[src/rtl/spi_xfer_arbiter.sv]
// -----------------------------------------------------------------------------
// spi_xfer_arbiter
//
// Two-requester arbiter in front of a single-byte SPI master (mode 0,
// MSB first). A granted request is latched in full (data, slave-select
// mask, requester id, divider), so the requester may change its inputs
// right after the handshake. The byte is shifted out on mosi_pad_o while
// miso_pad_i is shifted in. A one-cycle response pulse reports the
// received byte and the id of the requester that was served.
//
// Transfer timeline (D = latched divider + 1 clocks):
//   SETUP : D clocks, slave selected, sclk low, MSB already on mosi
//   SHIFT : 16 half-periods of D clocks (8 rising, 8 falling), ends low
//   HOLD  : D clocks, slave still selected
//   then  : deselect, rsp_valid_o pulse, back to IDLE
//
// Configuration macro:
//   SPI_XFER_ARB_FIXED_PRIO_EN - when defined, requester 0 always wins and
//                                no last-grant pointer exists; otherwise
//                                contention is resolved round-robin.
//
// Ports:
//   wb_clk_i      in   1  clock, rising edge
//   wb_rst_i      in   1  asynchronous reset, active low
//   req_valid_i   in   2  transfer request per requester
//   req_ready_o   out  2  accept per requester (only in IDLE)
//   req0_data_i   in   8  transmit byte, requester 0
//   req1_data_i   in   8  transmit byte, requester 1
//   req0_ss_i     in   8  slave select mask, requester 0 (1 = select)
//   req1_ss_i     in   8  slave select mask, requester 1 (1 = select)
//   divider_i     in   8  sclk half-period = divider_i + 1 clocks
//   rsp_valid_o   out  1  one-cycle completion pulse
//   rsp_id_o      out  1  requester served by the completed transfer
//   rsp_data_o    out  8  received byte (held until the next pulse)
//   busy_o        out  1  high whenever a transfer is in progress
//   sclk_pad_o    out  1  SPI clock
//   mosi_pad_o    out  1  SPI master-out
//   miso_pad_i    in   1  SPI master-in
//   ss_pad_o      out  8  slave selects, active low
// -----------------------------------------------------------------------------
module spi_xfer_arbiter (
  input  logic       wb_clk_i,
  input  logic       wb_rst_i,
  input  logic [1:0] req_valid_i,
  output logic [1:0] req_ready_o,
  input  logic [7:0] req0_data_i,
  input  logic [7:0] req1_data_i,
  input  logic [7:0] req0_ss_i,
  input  logic [7:0] req1_ss_i,
  input  logic [7:0] divider_i,
  output logic       rsp_valid_o,
  output logic       rsp_id_o,
  output logic [7:0] rsp_data_o,
  output logic       busy_o,
  output logic       sclk_pad_o,
  output logic       mosi_pad_o,
  input  logic       miso_pad_i,
  output logic [7:0] ss_pad_o
);

  localparam logic [1:0] ST_IDLE  = 2'd0;
  localparam logic [1:0] ST_SETUP = 2'd1;
  localparam logic [1:0] ST_SHIFT = 2'd2;
  localparam logic [1:0] ST_HOLD  = 2'd3;

  logic [1:0] r_state;
  logic [6:0] r_tx;        // bits still to be sent after the one on mosi
  logic [7:0] r_rx;
  logic       r_id;
  logic [7:0] r_div;
  logic [7:0] r_cnt;       // clocks elapsed in the current half-period
  logic [3:0] r_half;      // half-period index inside SHIFT
  logic       r_sclk;
  logic       r_mosi;
  logic [7:0] r_ss_pad;
  logic       r_rsp_valid;
  logic       r_rsp_id;
  logic [7:0] r_rsp_data;
`ifndef SPI_XFER_ARB_FIXED_PRIO_EN
  logic       r_last;      // requester granted most recently
`endif

  logic       w_grant_id;
  logic       w_grant_any;
  logic       w_idle_open;
  logic       w_accept;
  logic       w_tick;
  logic [7:0] w_sel_data;
  logic [7:0] w_sel_ss;

  // Arbitration: pick the requester that would win this cycle.
  always_comb begin
    w_grant_id  = 1'b0;
    w_grant_any = |req_valid_i;
`ifdef SPI_XFER_ARB_FIXED_PRIO_EN
    w_grant_id = ~req_valid_i[0];
`else
    case (req_valid_i)
      2'b01:   w_grant_id = 1'b0;
      2'b10:   w_grant_id = 1'b1;
      2'b11:   w_grant_id = ~r_last;
      default: w_grant_id = 1'b0;
    endcase
`endif
  end

  // Handshake: ready only in IDLE, never in the response cycle (this
  // guarantees one idle clock between transfers) and never during reset.
  always_comb begin
    req_ready_o = 2'b00;
    w_idle_open = (r_state == ST_IDLE) & ~r_rsp_valid & wb_rst_i;
    if (w_idle_open && w_grant_any) begin
      req_ready_o = w_grant_id ? 2'b10 : 2'b01;
    end else begin
      req_ready_o = 2'b00;
    end
    w_accept   = |(req_valid_i & req_ready_o);
    w_tick     = (r_cnt == r_div);
    w_sel_data = w_grant_id ? req1_data_i : req0_data_i;
    w_sel_ss   = w_grant_id ? req1_ss_i   : req0_ss_i;
  end

  // Transfer FSM, shift registers and registered pad/response outputs.
  always_ff @(posedge wb_clk_i or negedge wb_rst_i) begin
    if (!wb_rst_i) begin
      r_state     <= ST_IDLE;
      r_tx        <= 7'd0;
      r_rx        <= 8'd0;
      r_id        <= 1'b0;
      r_div       <= 8'd0;
      r_cnt       <= 8'd0;
      r_half      <= 4'd0;
      r_sclk      <= 1'b0;
      r_mosi      <= 1'b0;
      r_ss_pad    <= 8'hFF;
      r_rsp_valid <= 1'b0;
      r_rsp_id    <= 1'b0;
      r_rsp_data  <= 8'd0;
`ifndef SPI_XFER_ARB_FIXED_PRIO_EN
      r_last      <= 1'b1;
`endif
    end else begin
      r_rsp_valid <= 1'b0;
      case (r_state)
        ST_IDLE: begin
          if (w_accept) begin
            r_state  <= ST_SETUP;
            r_id     <= w_grant_id;
            r_tx     <= w_sel_data[6:0];
            r_mosi   <= w_sel_data[7];
            r_ss_pad <= ~w_sel_ss;
            r_div    <= divider_i;
            r_cnt    <= 8'd0;
            r_sclk   <= 1'b0;
`ifndef SPI_XFER_ARB_FIXED_PRIO_EN
            r_last   <= w_grant_id;
`endif
          end else begin
            r_state <= ST_IDLE;
          end
        end
        ST_SETUP: begin
          if (w_tick) begin
            // first rising edge: sample the slave's MSB
            r_state <= ST_SHIFT;
            r_cnt   <= 8'd0;
            r_half  <= 4'd0;
            r_sclk  <= 1'b1;
            r_rx    <= {r_rx[6:0], miso_pad_i};
          end else begin
            r_cnt <= r_cnt + 8'd1;
          end
        end
        ST_SHIFT: begin
          if (!w_tick) begin
            r_cnt <= r_cnt + 8'd1;
          end else if (r_half == 4'd15) begin
            // last half-period (sclk low) is over
            r_state <= ST_HOLD;
            r_cnt   <= 8'd0;
          end else begin
            r_cnt  <= 8'd0;
            r_half <= r_half + 4'd1;
            r_sclk <= ~r_sclk;
            if (!r_half[0]) begin
              // falling edge; the 8th one leaves mosi on the LSB
              if (r_half != 4'd14) begin
                r_mosi <= r_tx[6];
                r_tx   <= {r_tx[5:0], 1'b0};
              end else begin
                r_mosi <= r_mosi;
              end
            end else begin
              r_rx <= {r_rx[6:0], miso_pad_i};
            end
          end
        end
        ST_HOLD: begin
          if (w_tick) begin
            r_state     <= ST_IDLE;
            r_ss_pad    <= 8'hFF;
            r_mosi      <= 1'b0;
            r_rsp_valid <= 1'b1;
            r_rsp_id    <= r_id;
            r_rsp_data  <= r_rx;
          end else begin
            r_cnt <= r_cnt + 8'd1;
          end
        end
        default: begin
          r_state <= ST_IDLE;
        end
      endcase
    end
  end

  assign busy_o      = (r_state != ST_IDLE);
  assign sclk_pad_o  = r_sclk;
  assign mosi_pad_o  = r_mosi;
  assign ss_pad_o    = r_ss_pad;
  assign rsp_valid_o = r_rsp_valid;
  assign rsp_id_o    = r_rsp_id;
  assign rsp_data_o  = r_rsp_data;

endmodule

[config.mk]
export PLATFORM = sky130hd
export DESIGN_NAME = spi_xfer_arbiter
export DESIGN_NICKNAME = d
export VERILOG_FILES = /design/src/rtl/spi_xfer_arbiter.sv
export SDC_FILE = /design/constraint.sdc
export NUM_CORES = 1
export LEC_CHECK = 0
export CORE_MARGIN = 1.5
export CORE_UTILIZATION = 41
export CTS_CLUSTER_DIAMETER = 100
export DETAILED_ROUTE_END_ITERATION = 7
export PLACE_DENSITY = 0.79
export RECOVER_POWER = 25
export SLEW_MARGIN = 5
export SYNTH_ARGS = -nofsm -noshare
export SYNTH_HDL_FRONTEND = slang
export SYNTH_SLANG_ARGS = --single-unit
[constraint.sdc]
create_clock -name wb_clk_i -period 1.95 [get_ports wb_clk_i]
set_input_delay 0.2925 -clock wb_clk_i [delete_from_list [all_inputs] [get_ports wb_clk_i]]
set_output_delay 0.2925 -clock wb_clk_i [all_outputs]
set_load 0.1 [all_outputs]
==> impl_metrics.toml <==
[layout]
seq_area_mm2 = 0.00149
multi_input_area_mm2 = 0.00159
drive_gt1_share_pct = 35.0
syn_to_final_growth_pct = 49.5
fillers = 587
design_area_mm2 = 0.00460
fin_nets = 457
antenna_cells = 0

[timing]
drv_slew = 0
setup_viol = 9
hold_violations = 0
max_freq_ghz = 0.511
finalCritPeriodShare_pct = 100
tightest_slew_ns = 1.10
timing.final.ws_setup_ns = -0.00872
rsz0062_at_grt = "yes"
relSlewSlack_pct = 26.6
period_minus_slack_ns = 1.96
final.setup_skew_ns = 0.00733

[place]
routabilityCongestion = 0.896
port_buffers = 67
dp_hpwl_um = 5360
dpl-instance-area_mm2 = 0.00428

[drt]
firstDrtPassIters = 4
first_iter_violations = 161
routed_wl_um = 7580
ant_nets = 0
drc_errors = 0
wire_per_inst_um = 14.9
num_vias = 2620
viasPerCell = 5.16

[floorplan]
start_util_pct = 42.5
die_area_mm2 = 0.00804
core_area_mm2 = 0.00725
num_io_pins = 68
rows = 31
dieWidth_um = 89.7
die_height_um = 89.7

[clocking]
clk_latency_ns = 0.33
clkTransAtPathRegs_ns = 0.07
htreeDepth = 3
ctsLongestPathBuffers = 2
cts-root-buf = "clkbuf_8"
cts_tree = "done"
cts_sinks = 59
cts_buffers = 9

[logic_synthesis]
synth_most_common_cell = "dfrtp_1"
synthArstFlopShare_pct = 100
synth_top_area_share_pct = 40.6
synth.area.top_cells = "dfrtp_1 (41%), dfstp_2 (7.7%), mux2_2 (5.9%)"
ys_types = 45
synth_edf_count = 0
synth.top_cells.by_count = "dfrtp_1 (50), nand2_1 (34), a21oi_1 (22)"
syn-num-nets = 336
ys_ff_latch = 59
yosys.area.top_type = "dfrtp_1"
syn-cell-area_mm2 = 0.00308
synth_ff_type = "dfrtp_1"
avgSynthCellArea_um2 = 10.9
synth.yosys.seq_area_share_pct = 48.3
syn_inst = 283
yosys_warnings = 0

[grt]
grt_max_degree = 46
grt_pass1_vias = 2577
antenna_found_initial = 0
grt_usage_pct = 19.8
grt-ovfl-total = 0
grt_pass1_wl_um = 12000

[pwr]
p_leak_nw = 2.29
peakVddDrop_uv = 459
finalPower_mw = 2.48
power_density_mw_per_mm2 = 539

[critical_path]
setup.worst_path.class = "register to register"
worstPathArrival_ns = 2.18
worstSetupEndpointType = "register"
crit_path_start_kind = "register"
cp_max_fo = 8
required_ns = 2.17

[job]
cap_violations = 0

[status]
violations = "negative setup slack"
outcome = "finished, violations left"

[min_path]
hp-class = "register to register"
## state kept, by name, indices dropped and copies added (netlist names)
name,flops
r_cnt,8
r_div,8
r_rx,8
rsp_data_o,8
ss_pad_o,8
r_tx,7
r_half,4
r_state,2
mosi_pad_o,1
r_id,1
r_last,1
rsp_id_o,1
rsp_valid_o,1
sclk_pad_o,1
## cell type report
class / instances / area share, %
Inverter: 17 / 1.39
Clock inverter: 5 / 1.14
Timing Repair Buffer: 117 / 24.7
Multi-Input combinational cell: 200 / 34.6
Tap cell: 99 / 2.69
Clock buffer: 11 / 3.07
Sequential cell: 59 / 32.4
## placed cells by master (no fill, tap or decap), types with 2 or more instances in the layout
master and count:
mux2i_1 9, nor2_4 3, inv_2 2, dfstp_2 9
clkbuf_1 2, inv_1 15, nand2_1 34, clkinv_2 3
xor2_2 2, o21ai_1 2, and2_1 4, ha_1 6
nand3_1 5, clkdlybuf4s50_1 43, xor2_1 6, o21ai_0 14
a21o_1 2, nor2_1 9, buf_12 12, a22o_1 4
buf_4 58, nor4_4 2, clkbuf_8 10, a21oi_1 21
and3_1 4, o21bai_1 4, nand3b_1 2, mux2_4 10
mux2_1 8, a31oi_1 4, mux2_2 16, a41oi_1 5
dfrtp_1 49
## metrics by stage
stage / hold slack [ns] / std cells / worst slack (ns) / util (%) / TNS (ns)
4_1_cts: 0.152 / 505 / -0.00248 / 62.5 / -0.00248
5_1_grt: 0.494 / 508 / -0.119 / 63.4 / -2.09
2_1_floorplan: -0.00309 / 283 / -0.0924 / - / -0.973
6_report: 0.481 / 508 / -0.00872 / 63.4 / -0.0360
3_3_place_gp: 0.322 / 484 / -0.0186 / 59.0 / -0.126
3_5_place_dp: 0.338 / 484 / -0.0820 / 59.0 / -1.14
## worst max-delay path, stage by stage, from the launching register on
cell and delay, ns:
dfrtp_1 0.40, xor2_1 0.19, nor4_4 0.36, a21boi_1 0.13, o32a_1 0.32, buf_6 0.16
mux2_4 0.30
## where the power goes
| part | total, mW | switching (mW) | internal, mW |
|---|---|---|---|
| registers | 1.23 | 0.000920 | 1.23 |
| clock network | 1.09 | 0.471 | 0.618 |
| logic | 0.164 | 0.0637 | 0.100 |
| total | 2.48 | 0.536 | 1.94 |
## cell families (layout without fill, tap and decap cells)
| family | after synthesis | count (layout) | share of synthesized area [%] |
|---|---|---|---|
| AO/OA/AOI/OAI | 73 | 73 | 15.6 |
| XOR/XNOR | 8 | 8 | 2.28 |
| adder cells (fa/ha/maj) | 8 | 8 | 3.25 |
| buffers and inverters | 24 | 150 | 3.09 |
| flip-flops | 59 | 59 | 48.3 |
| multiplexers | 43 | 43 | 16.3 |
| AND/OR/NAND/NOR | 68 | 68 | 11.1 |
## path summary, 6_finish.rpt
kind / from / endpoint / slack, ns / cells after the start
max: r_div[0] / r_rx[5] / -0.009 / 6
min in group asynchronous: wb_rst_i / r_half[2] / 0.49 / 2
max reg2reg: r_div[0] / r_rx[5] / -0.009 / 6
max in group asynchronous: wb_rst_i / r_half[1] / 0.78 / 2
min reg2reg: r_id / r_id / 0.48 / 1
min: r_id / r_id / 0.48 / 1
## metal layers
metal	up-vias	wire [um]	GRT usage, %
met5	-	0	0
met1	1256	3300	24.9
met4	0	112	9.51
met2	99	3630	32.4
li1	1256	-	-
met3	9	532	4.39
## repair_timing
action,CTS,global route
hold buffers,1,0
setup buffers,5,3
pin swaps,3,3
hold endpoints to repair,12,0
setup endpoints to repair,28,36
resized for setup,7,11
Power figures use the tool's default switching activity.
